===== src/rtl/stream_demux_pkg.sv =====
// stream_demux_pkg: shared types and constants for the stream_demux block.
//   state_t      : packet FSM state (IDLE / BUSY / DROP)
//   MODE_ADDR/RR : values for the RR_MODE parameter
//   wrap_inc     : modulo-n increment used by the round-robin pointer
package stream_demux_pkg;

  typedef enum logic [1:0] {
    ST_IDLE = 2'd0,  // no packet open
    ST_BUSY = 2'd1,  // locked to the latched channel
    ST_DROP = 2'd2   // discarding a packet that started with an illegal select
  } state_t;

  localparam int unsigned MODE_ADDR = 0;
  localparam int unsigned MODE_RR   = 1;

  function automatic int unsigned wrap_inc(input int unsigned v, input int unsigned n);
    return (v + 1 >= n) ? 0 : v + 1;
  endfunction

endpackage


===== src/rtl/stream_demux_if.sv =====
// stream_demux_if: bundles the input stream, the N_OUT output streams and the
// illegal-select error pulse of stream_demux.
//   master : packet source / consumers side (drives s_*, m_ready)
//   slave  : the demultiplexer (drives s_ready, m_*, err_sel)
interface stream_demux_if #(
  parameter int unsigned WIDTH = 8,
  parameter int unsigned N_OUT = 8,
  parameter int unsigned SEL_W = $clog2(N_OUT)
);
  logic [WIDTH-1:0]       s_data;
  logic [SEL_W-1:0]       s_sel;
  logic                   s_last;
  logic                   s_valid;
  logic                   s_ready;
  logic [N_OUT*WIDTH-1:0] m_data;
  logic [N_OUT-1:0]       m_last;
  logic [N_OUT-1:0]       m_valid;
  logic [N_OUT-1:0]       m_ready;
  logic                   err_sel;

  modport master (
    output s_data, s_sel, s_last, s_valid, m_ready,
    input  s_ready, m_data, m_last, m_valid, err_sel
  );

  modport slave (
    input  s_data, s_sel, s_last, s_valid, m_ready,
    output s_ready, m_data, m_last, m_valid, err_sel
  );
endinterface


===== src/rtl/stream_demux_slot.sv =====
// stream_demux_slot: single-entry output register shared by all channels.
//   in_valid/in_ready  : load handshake (in_ready = empty or draining this cycle)
//   in_data/last/ch    : beat to store and its destination channel
//   out_ready          : ready of the channel currently held (out_ch)
//   out_valid/data/last/ch : stored beat; held stable while out_ready is low
module stream_demux_slot #(
  parameter int unsigned WIDTH = 8,
  parameter int unsigned SEL_W = 3
) (
  input  logic             clk,
  input  logic             rst_n,
  input  logic             in_valid,
  input  logic [WIDTH-1:0] in_data,
  input  logic             in_last,
  input  logic [SEL_W-1:0] in_ch,
  output logic             in_ready,
  input  logic             out_ready,
  output logic             out_valid,
  output logic [WIDTH-1:0] out_data,
  output logic             out_last,
  output logic [SEL_W-1:0] out_ch
);

  // Drain and refill may happen on the same edge, giving full throughput.
  assign in_ready = ~out_valid | out_ready;

  always_ff @(posedge clk or negedge rst_n) begin
    if (!rst_n) begin
      out_valid <= 1'b0;
      out_data  <= '0;
      out_last  <= 1'b0;
      out_ch    <= '0;
    end else if (in_valid && in_ready) begin
      out_valid <= 1'b1;
      out_data  <= in_data;
      out_last  <= in_last;
      out_ch    <= in_ch;
    end else if (out_ready) begin
      out_valid <= 1'b0;
    end
  end

endmodule


===== src/rtl/stream_demux.sv =====
// stream_demux: registered 1-to-N_OUT stream demultiplexer with packet-locked
// channel selection (addressed via s_sel, or round-robin when RR_MODE=1).
//   clk, rst_n : clock, asynchronous active-low reset
//   bus        : stream_demux_if slave modport
//                s_data/s_sel/s_last/s_valid/s_ready : input stream
//                m_data/m_last/m_valid/m_ready       : N_OUT output streams
//                err_sel : one-cycle pulse when a packet starts with s_sel >= N_OUT
module stream_demux
  import stream_demux_pkg::*;
#(
  parameter int unsigned WIDTH   = 8,
  parameter int unsigned N_OUT   = 8,
  parameter int unsigned SEL_W   = $clog2(N_OUT),
  parameter int unsigned RR_MODE = MODE_ADDR
) (
  input  logic           clk,
  input  logic           rst_n,
  stream_demux_if.slave  bus
);

  state_t           state;
  logic [SEL_W-1:0] cur;
  logic [SEL_W-1:0] rr_ptr;
  logic             err_q;

  logic             slot_in_ready;
  logic             slot_valid;
  logic [WIDTH-1:0] slot_data;
  logic             slot_last;
  logic [SEL_W-1:0] slot_ch;

  logic             accept;
  logic             illegal;
  logic             load;
  logic [SEL_W-1:0] start_ch;
  logic [SEL_W-1:0] load_ch;

  // Channel a new packet would lock to if it started this cycle.
  assign start_ch = (RR_MODE == MODE_RR) ? rr_ptr : bus.s_sel;
  assign illegal  = (RR_MODE == MODE_ADDR) && (32'(bus.s_sel) >= N_OUT);

  // DROP swallows beats without touching the slot, so it never backpressures.
  assign bus.s_ready = (state == ST_DROP) | slot_in_ready;
  assign accept      = bus.s_valid & bus.s_ready;
  assign load        = accept & ((state == ST_BUSY) | ((state == ST_IDLE) & ~illegal));
  assign load_ch     = (state == ST_BUSY) ? cur : start_ch;

  always_ff @(posedge clk or negedge rst_n) begin
    if (!rst_n) begin
      state  <= ST_IDLE;
      cur    <= '0;
      rr_ptr <= '0;
      err_q  <= 1'b0;
    end else begin
      err_q <= 1'b0;
      if (accept) begin
        unique case (state)
          ST_IDLE: begin
            if (illegal) begin
              err_q <= 1'b1;
              if (!bus.s_last) state <= ST_DROP;
            end else begin
              cur <= start_ch;
              if (!bus.s_last) state <= ST_BUSY;
            end
          end
          ST_BUSY: if (bus.s_last) state <= ST_IDLE;
          ST_DROP: if (bus.s_last) state <= ST_IDLE;
          default: state <= ST_IDLE;
        endcase
        // Packet end advances the round-robin pointer (DROP never occurs in RR mode).
        if (RR_MODE == MODE_RR && bus.s_last && state != ST_DROP)
          rr_ptr <= SEL_W'(wrap_inc(32'(rr_ptr), N_OUT));
      end
    end
  end

  stream_demux_slot #(
    .WIDTH (WIDTH),
    .SEL_W (SEL_W)
  ) u_slot (
    .clk       (clk),
    .rst_n     (rst_n),
    .in_valid  (load),
    .in_data   (bus.s_data),
    .in_last   (bus.s_last),
    .in_ch     (load_ch),
    .in_ready  (slot_in_ready),
    .out_ready (bus.m_ready[slot_ch]),
    .out_valid (slot_valid),
    .out_data  (slot_data),
    .out_last  (slot_last),
    .out_ch    (slot_ch)
  );

  // Data/last are replicated on every channel; only m_valid selects.
  always_comb begin
    bus.m_valid = '0;
    for (int unsigned k = 0; k < N_OUT; k++)
      bus.m_valid[k] = slot_valid && (32'(slot_ch) == k);
  end

  assign bus.m_data  = {N_OUT{slot_data}};
  assign bus.m_last  = {N_OUT{slot_last}};
  assign bus.err_sel = err_q;

endmodule


===== src/flat_wrapper.sv =====
// flat-port wrapper written by rule: the top's interface ports become plain ports
module stream_demux_flat import stream_demux_pkg::*;
#(
  parameter int unsigned WIDTH   = 8,
  parameter int unsigned N_OUT   = 8,
  parameter int unsigned SEL_W   = $clog2(N_OUT),
  parameter int unsigned RR_MODE = MODE_ADDR
)
  (clk, rst_n, bus_s_data, bus_s_sel, bus_s_last, bus_s_valid, bus_m_ready, bus_s_ready, bus_m_data, bus_m_last, bus_m_valid, bus_err_sel);
  stream_demux_if #(.WIDTH(WIDTH), .N_OUT(N_OUT), .SEL_W(SEL_W)) bus_i ();
  input  logic clk;
  input  logic rst_n;
  input wire logic [$bits(bus_i.s_data)-1:0] bus_s_data;
  input wire logic [$bits(bus_i.s_sel)-1:0] bus_s_sel;
  input wire logic [$bits(bus_i.s_last)-1:0] bus_s_last;
  input wire logic [$bits(bus_i.s_valid)-1:0] bus_s_valid;
  input wire logic [$bits(bus_i.m_ready)-1:0] bus_m_ready;
  output wire logic [$bits(bus_i.s_ready)-1:0] bus_s_ready;
  output wire logic [$bits(bus_i.m_data)-1:0] bus_m_data;
  output wire logic [$bits(bus_i.m_last)-1:0] bus_m_last;
  output wire logic [$bits(bus_i.m_valid)-1:0] bus_m_valid;
  output wire logic [$bits(bus_i.err_sel)-1:0] bus_err_sel;
  assign bus_i.s_data = bus_s_data;
  assign bus_i.s_sel = bus_s_sel;
  assign bus_i.s_last = bus_s_last;
  assign bus_i.s_valid = bus_s_valid;
  assign bus_i.m_ready = bus_m_ready;
  assign bus_s_ready = bus_i.s_ready;
  assign bus_m_data = bus_i.m_data;
  assign bus_m_last = bus_i.m_last;
  assign bus_m_valid = bus_i.m_valid;
  assign bus_err_sel = bus_i.err_sel;
  stream_demux #(.WIDTH(WIDTH), .N_OUT(N_OUT), .SEL_W(SEL_W), .RR_MODE(RR_MODE)) u_core (.clk(clk), .rst_n(rst_n), .bus(bus_i));
endmodule

===== config.mk =====
export PLATFORM = sky130hd
export DESIGN_NAME = stream_demux_flat
export DESIGN_NICKNAME = d
export VERILOG_FILES = /design/src/rtl/stream_demux_pkg.sv /design/src/rtl/stream_demux_if.sv /design/src/rtl/stream_demux_slot.sv /design/src/rtl/stream_demux.sv /design/src/flat_wrapper.sv
export SDC_FILE = /design/constraint.sdc
export NUM_CORES = 1
export LEC_CHECK = 0
export CAP_MARGIN = 0
export CELL_PAD_IN_SITES_DETAIL_PLACEMENT = 0
export CELL_PAD_IN_SITES_GLOBAL_PLACEMENT = 1
export CORE_UTILIZATION = 26
export CTS_CLUSTER_SIZE = 20
export DETAILED_ROUTE_END_ITERATION = 7
export HOLD_SLACK_MARGIN = 0.1
export PLACE_DENSITY_LB_ADDON = 0.1
export SLEW_MARGIN = 20
export SYNTH_ARGS = -nofsm -noshare
export SYNTH_HDL_FRONTEND = slang
export SYNTH_SLANG_ARGS = --single-unit
export TNS_END_PERCENT = 1

===== constraint.sdc =====
create_clock -name clk -period 4.5 [get_ports clk]
set_clock_uncertainty 0.05 [all_clocks]
set_input_delay 1.35 -clock clk [delete_from_list [all_inputs] [get_ports clk]]
set_output_delay 1.35 -clock clk [all_outputs]
set_load 0.02 [all_outputs]

---- Word-level counts from Yosys, hierarchy flattened ----
Index checks and enable logic that the tools add are counted.
storage, ports and cells
  flip-flop bits (word level) ............. 18
  input port bits ......................... 23
  output and inout bits ................... 82
  word-level logic and storage cells ...... 47
operators by class
  magnitude comparators ................... 1
  eq/ne operators ......................... 11
  mux-type cells .......................... 8
  bitwise gates (word level) .............. 6
  reduce and logical (&&, ||, !) cells .... 15
operator list
  cell                                                  count
  equality test 3 bit (second input constant)           4
  logical AND 1 bit                                     9
  equality test 3 x 2 -> 1 bit (second input constant)  2
  < comparator 3 x 4 -> 1 bit (second input constant)   1
  two-way mux 2 bit                                     2
  one-hot mux 2 bit (2 select lines)                    1
  binary-select mux 1 bit (select 3 bit)                1
  equality test 3 x 1 -> 1 bit (second input constant)  1
  zero test 3 bit                                       1
  two-way mux 1 bit                                     3
  two-way mux 3 bit                                     1
  bitwise OR 1 bit                                      3
  AND reduction 3 bit                                   1
  AND 1 bit                                             2
  equality test 2 x 1 -> 1 bit (second input constant)  1
  equality test 2 bit (second input constant)           1
  zero test 2 bit                                       1
  != test 2 x 1 -> 1 bit (second input constant)        1
  != test 2 bit (second input constant)                 1
  AND reduction 2 bit                                   1
  nonzero test 2 bit                                    1
  OR reduction 2 bit                                    1
  inverter 1 bit                                        1

---- Logic depth before layout (Yosys ltp) ----
Gate-level depths: netlist of run 1.
  depth after elaboration ................. 8
  gate-level depth with buffers ........... 6
  mapped depth without buffers ............ 4

---- Modules after synthesis ----
A second synthesis of run 1 with hierarchy kept.
second synthesis, totals
  cell total of the unflattened synthesis .. 126
  area, all modules ....................... 1367.6 sq um
by module, submodules not included
  module             times used  cells an instance  area each (sq um)  sequential area each (sq um)
  stream_demux       1           97                 817.0              100.1
  stream_demux_slot  1           29                 550.5              325.3

---- Least setup slack after synthesis of run 1 ----
No wires, ideal clock.
  kind .................................... input to output
  from .................................... input port bus_m_ready[2]
  to ...................................... output port bus_s_ready
  arrival time ............................ 2.068 ns
  required time ........................... 3.100 ns
  path slack .............................. 1.032 ns
  cell stages on the path ................. 3
  path buffers ............................ 0
  path through ............................ mux2_2 -> o22a_4 -> and2_4
on the way
  cells in the longest elaborated chain, start to end .. 4
ends and longest elaborated chain
  item                                     line                     RTL
  from (decl)                              flat_wrapper.sv:17       input wire logic [$bits(bus_i.m_ready)-1:0] bus_m_ready;
  binary-select mux 1 bit (select 3 bit)   stream_demux.sv:89       .out_ready (bus.m_ready[slot_ch]),
  two-way mux 1 bit (not written as such)  stream_demux.sv:89
  bitwise OR 1 bit                         stream_demux_slot.sv:25  assign in_ready = ~out_valid | out_ready;
  bitwise OR 1 bit                         stream_demux.sv:43       assign bus.s_ready = (state == ST_DROP) | slot_in_ready;
  to (decl)                                flat_wrapper.sv:18       output wire logic [$bits(bus_i.s_ready)-1:0] bus_s_ready;
Every way passes these cells. The select of a mux whose other input is x is not followed.

---- Worst setup path after layout of run 1 ----
Same ends and word-level chain as after synthesis.

==> flow_summary_export.csv, run 1 <==
group,metric,value,unit
grt,grt_start_max_net_pins,18,
clock_network,post_cts_resized,0,
sta,period_share,98.2,%
placed_design,io_buffers,103,
route,wirelength,2930,um
route,avgViaCountPerCell,4.01,
worst_setup_path,path_class,"in2out",
pwr,p_per_area,966,nW/um^2
logic_synthesis,yosysSeqAreaShare,29.8,%
sta,fin_setup_tns,0,ns
finish,num-nets-final,200,
run_status,outcome,"finished, final reports clean",
sta,setup_viol,0,
finish,diodes,0,
worst_setup_path,endpoint_kind,"output port",
grt,grt.overflow.total,0,
placed_design,dpl.hpwl,2240,um
floorplanning,coreArea,5200,um^2
pwr,irDropWorstVdd,0.446,mV
worst_setup_path,required,3.10,ns
floorplanning,num_rows,26,
pwr,p_leak,0.847,nW
floorplanning,die_width,76.1,um
floorplanning,die-area,5790,um^2
sta,final_hold_viol_count,0,
hold_path,hp-class,"reg2reg",
placed_design,placed_cells,242,
logic_synthesis,synthArstFlopShare,100,%
worst_setup_path,cp_num_buf_inv,2,
worst_setup_path,slowest_stage,"clkdlybuf4s50_1",
clock_network,insertion_delay,0.25,ns
worst_setup_path,cp_top_family,"buffers and inverters",
clock_network,clk_pin_slew,0.07,ns
worst_setup_path,crit_chain,"clkdlybuf4s50_1 -> mux2_2 -> o22a_4 -> and2_4 -> clkdlybuf4s50_1",
finish,register_area,425,um^2
placed_design,gp_congestion,0.778,
logic_synthesis,ys_types,26,
floorplanning,start_util,27.4,%
worst_setup_path,slowest_delay,0.53,ns
logic_synthesis,synthMuxAreaShare,19.7,%
floorplanning,io_pins,105,
sta,fmax,226,MHz
worst_setup_path,critPathMaxFanout,4,
finish,final_cell_mix,"103 x clkdlybuf4s50_1, 17 x dfrtp_1, 10 x mux2_4",
sta,rsz0062_at_grt,"false",
logic_synthesis,syn_avg_cell_area,10.5,um^2
logic_synthesis,syn_nets,159,
logic_synthesis,synth_edf_count,0,
clock_network,htreeDepth,1,
run,drv_cap,0,
logic_synthesis,synth.cell_area,1430,um^2
clock_network,postCtsHoldBufs,0,
clock_network,numCtsBuffers,3,
finish,layout_commonest_cell,"clkdlybuf4s50_1",
route,num_vias,986,
route,wl_per_cell,11.9,um
finish,fin_cells,246,
worst_setup_path,cp.arrival,3.02,ns
finish,multi_input_area,468,um^2
logic_synthesis,ys_seq_elements,17,
route,drt_iter0_drc,10,
grt,grt_pass1_vias,898,
clock_network,cts_tree,"yes",
sta,drv_slew,0,
finish,area_growth_syn_to_layout,45.1,%
clock_network,cts_buffer_depth,2,
route,first_pass_iters,3,
logic_synthesis,synth_top_family_by_area,"buffers and inverters",
grt,antenna_found_initial,0,
sta,worst_pin_slew,0.845,ns
logic_synthesis,synth-simple-area-share,8.85,%
worst_setup_path,cp-start-kind,"input pin",
logic_synthesis,synthFlopType,"dfrtp_1",
logic_synthesis,synth_fa_ha_area_share,0,%
sta,hold_ws,0.460,ns
route,drcViolationCount,0,
clock_network,cts.sinks,17,
floorplanning,die_h,76.1,um
grt,grt_pass1_wl,4540,um
grt,grt_use_total,9.95,%
finish,drive_above_1_share,15.9,%
clock_network,postCtsSetupBuffers,0,
sta,fin_crit,4.42,ns
sta,timing.slew.headroom,43.5,%
finish,fill_cells,519,
logic_synthesis,synth_compound_gate_area_share,3.94,%
logic_synthesis,synth_cells,136,
route,ant_nets,0,
logic_synthesis,synth_warnings,0,
finish,postLayoutCoreUtil,39.8,%
worst_setup_path,critPathMostFrequentCell,"clkdlybuf4s50_1",
clock_network,cts_root_buf,"clkbuf_8",
logic_synthesis,synth_xor_area_share,0,%
[synthesized netlist by cell type (2+ instances only)]
master	instances	area, um^2
dfrtp_1	17	425
mux2i_1	3	30.0
nand2b_1	2	12.5
buf_4	66	495
mux2_2	9	101
mux2_4	10	150
a31oi_1	2	12.5
inv_1	2	7.51
nor2_1	6	22.5
nand2_1	3	11.3
[registers in the layout (all words and copies together) (netlist names)]
signal	count
u_core.u_slot.out_data	8
u_core.cur	3
u_core.u_slot.out_ch	3
u_core.state	1
u_core.u_slot.out_last	1
u_core.u_slot.out_valid	1
[through the flow]
stage               power [mW]  worst slack, ns  area (um^2)
finish                    2.00           0.0791         2070
detailed placement        1.91           0.0728         2030
CTS                       2.03           0.0691         2070
floorplan                 1.56             1.03         1430
global route              2.11           0.0212         2070
global placement          1.90           0.0873         2030
[per-layer routing]
metal  GRT usage [%]  part of all wire (%)
met1            11.7                    41
met2            17.5                    51
met3            3.23                   7.1
met4            2.31                  0.75
met5               0                     0
[final timing paths]
check / from / slack [ns] / end / cells past startpoint
setup / recovery: bus_m_ready[2] / 0.08 / bus_s_ready / 5
hold / removal: u_core.cur[1] / 0.46 / u_core.cur[1] / 1
setup reg to reg: u_core.u_slot.out_ch[1] / 2.47 / u_core.u_slot.out_last / 4
hold reg to reg: u_core.cur[1] / 0.46 / u_core.cur[1] / 1
max in group asynchronous: rst_n / 2.35 / u_core.u_slot.out_data[5] / 1
min in group asynchronous: rst_n / 1.53 / u_core.u_slot.out_valid / 1
[logic make-up after synthesis]
logic type             Yosys count
buffers and inverters           70
multiplexers                    22
AND/OR/NAND/NOR                 20
flip-flops                      17
AO/OA/AOI/OAI                    6
other                            1
[layout make-up]
type	instances	share of cell area, %
Clock buffer	4	2.17
Inverter	2	0.362
Multi-Input combinational cell	49	22.6
Sequential cell	17	20.5
Tap cell	70	4.23
Timing Repair Buffer	104	50.1
[power breakdown]
part,internal (mW),total [mW],switching [mW]
sequential,0.231,0.370,0.139
combinational,0.802,1.52,0.714
clock,0.0628,0.116,0.0532
total,1.10,2.00,0.906
Note: power is estimated with default switching activity, not from simulation.
==> inputs of run 2 (changes only) <==
Settings changed: CELL_PAD_IN_SITES_DETAIL_PLACEMENT 0 to default, CELL_PAD_IN_SITES_GLOBAL_PLACEMENT 1 to default, CORE_UTILIZATION 26 to 37, PLACE_DENSITY from default to 0.86, PLACE_DENSITY_LB_ADDON 0.1 to default.
==> run 2 against run 1 <==
  * Routed wire length decreased by 6.5%
  * Count of clock-buffer cells in the layout decreased by 1
  * Critical path depth unchanged
  * Global-route usage increased by 3.4 points
  * Critical path type unchanged
  * Largest cell class unchanged
==> flow_summary_export.csv, run 2 (synthesis results as in run 1) <==
group,metric,value,unit
pwr,irDropWorstVdd,0.425,mV
clock_network,htreeDepth,1,
worst_setup_path,cp-start-kind,"input pin",
finish,layout_commonest_cell,"clkdlybuf4s50_1",
finish,final_cell_mix,"103 x clkdlybuf4s50_1, 17 x dfrtp_1, 10 x mux2_4",
hold_path,hp-class,"reg2reg",
grt,grt_use_total,13.4,%
route,avgViaCountPerCell,4.30,
worst_setup_path,cp.depth,5,
worst_setup_path,path_class,"in2out",
sta,fin_crit,4.42,ns
worst_setup_path,required,3.10,ns
worst_setup_path,slowest_stage,"clkdlybuf4s50_1",
finish,postLayoutCoreUtil,55.5,%
worst_setup_path,critPathMaxFanout,4,
clock_network,cts.sinks,17,
worst_setup_path,cp_top_family,"buffers and inverters",
clock_network,numCtsBuffers,3,
finish,top_register,"u_core.u_slot.out_data",
worst_setup_path,r2r_cells,4,
finish,largest_register_ffs,8,
route,wirelength,2740,um
run,drv_cap,0,
floorplanning,die_width,64.1,um
finish,reg_top3,"u_core.u_slot.out_data x8, u_core.cur x3, u_core.u_slot.out_ch x3",
sta,setup_slack,0.0804,ns
route,wl_met3,220,um
hold_path,hold_depth,1,
route,drt_iter0_drc,11,
clock_network,postCtsSetupBuffers,0,
grt,grt_pass1_wl,4310,um
floorplanning,coreArea,3690,um^2
worst_setup_path,crit_chain,"clkdlybuf4s50_1 -> mux2_2 -> o22a_4 -> and2_4 -> clkdlybuf4s50_1",
finish,area_growth_syn_to_layout,43.3,%
route,wl_per_cell,12.2,um
worst_setup_path,slowest_delay,0.54,ns
grt,grt_start_max_net_pins,18,
clock_network,cts_tree,"yes",
route,met1_length,1070,um
sta,worst_pin_slew,0.779,ns
sta,setup_viol,0,
clock_network,clk_pin_slew,0.07,ns
route,first_pass_iters,4,
pwr,power,2.00,mW
floorplanning,num_rows,22,
route,met2_length,1440,um
placed_design,dpl.hpwl,2150,um
route,drcViolationCount,0,
clock_network,cts_buffer_depth,2,
finish,diodes,0,
pwr,p_leak,0.850,nW
floorplanning,die-area,4110,um^2
route,top_layer_used,"met4",
clock_network,postCtsHoldBufs,0,
worst_setup_path,cp.arrival,3.02,ns
worst_setup_path,critPathMostFrequentCell,"clkdlybuf4s50_1",
floorplanning,die_h,64.1,um
route,num_vias,963,
finish,drive_above_1_share,16.5,%
worst_setup_path,endpoint_kind,"output port",
clock_network,cts_root_buf,"clkbuf_8",
sta,rsz0062_at_grt,"false",
clock_network,post_cts_resized,0,
grt,grt_pass1_vias,872,
floorplanning,start_util,38.7,%
clock_network,insertion_delay,0.25,ns
floorplanning,io_pins,105,
sta,drv_slew,0,
route,ant_nets,0,
grt,grt.overflow.total,0,
placed_design,io_buffers,103,
sta,final_hold_viol_count,0,
sta,fin_setup_tns,0,ns
finish,num-nets-final,200,
sta,fmax,226,MHz
sta,timing.slew.headroom,47.9,%
grt,antenna_found_initial,0,
placed_design,gp_congestion,0.680,
pwr,p_per_area,978,nW/um^2
sta,period_share,98.2,%
run_status,outcome,"finished, final reports clean",
worst_setup_path,cp_num_buf_inv,2,
placed_design,post-place-ws,0.0814,ns
-- run 2: worst register-to-register path: stages, from the launching register on --
cell and delay, ns:
dfrtp_1 0.60, mux2_2 0.42, o22a_4 0.27, nand3_4 0.21, mux2_2 0.36
-- run 2: worst paths after layout --
path	startpoint	endpoint	slack (ns)
max in group asynchronous	rst_n	u_core.u_slot.out_last	2.41
max	bus_m_ready[0]	bus_s_ready	0.08
min reg2reg	u_core.cur[2]	u_core.cur[2]	0.46
max reg2reg	u_core.u_slot.out_ch[1]	u_core.u_slot.out_last	2.47
min	u_core.cur[2]	u_core.cur[2]	0.46
min in group asynchronous	rst_n	u_core.cur[1]	1.51
-- run 2: stage by stage --
step	hold WS (ns)	std cells	instance area, um^2
floorplan	0.424	136	1430
global placement	0.432	220	2000
detailed placement	0.445	220	2000
global route	0.479	224	2050
finish	0.459	224	2050
CTS	0.462	224	2050
-- run 2: cell type report --
cell class / count / area, um^2
inverters: 2 / 7.51
clock inverters: 1 / 5.00
fillers: 337 / 1640
flip-flops and latches: 17 / 425
multi-input cells: 49 / 468
repair buffers: 104 / 1040
well taps: 48 / 60.1
clock buffers: 3 / 41.3
-- run 2: where the power goes --
part           internal [mW]  leakage [nW]  switching (mW)
sequential             0.231         0.198           0.142
combinational          0.802         0.627           0.714
clock                 0.0613        0.0255          0.0498
-- run 2: metal layers --
layer,global-route usage [%],up-vias
met5,0,-
met4,2.50,0
met3,4.29,2
met2,24.3,44
met1,15.3,457
li1,-,460
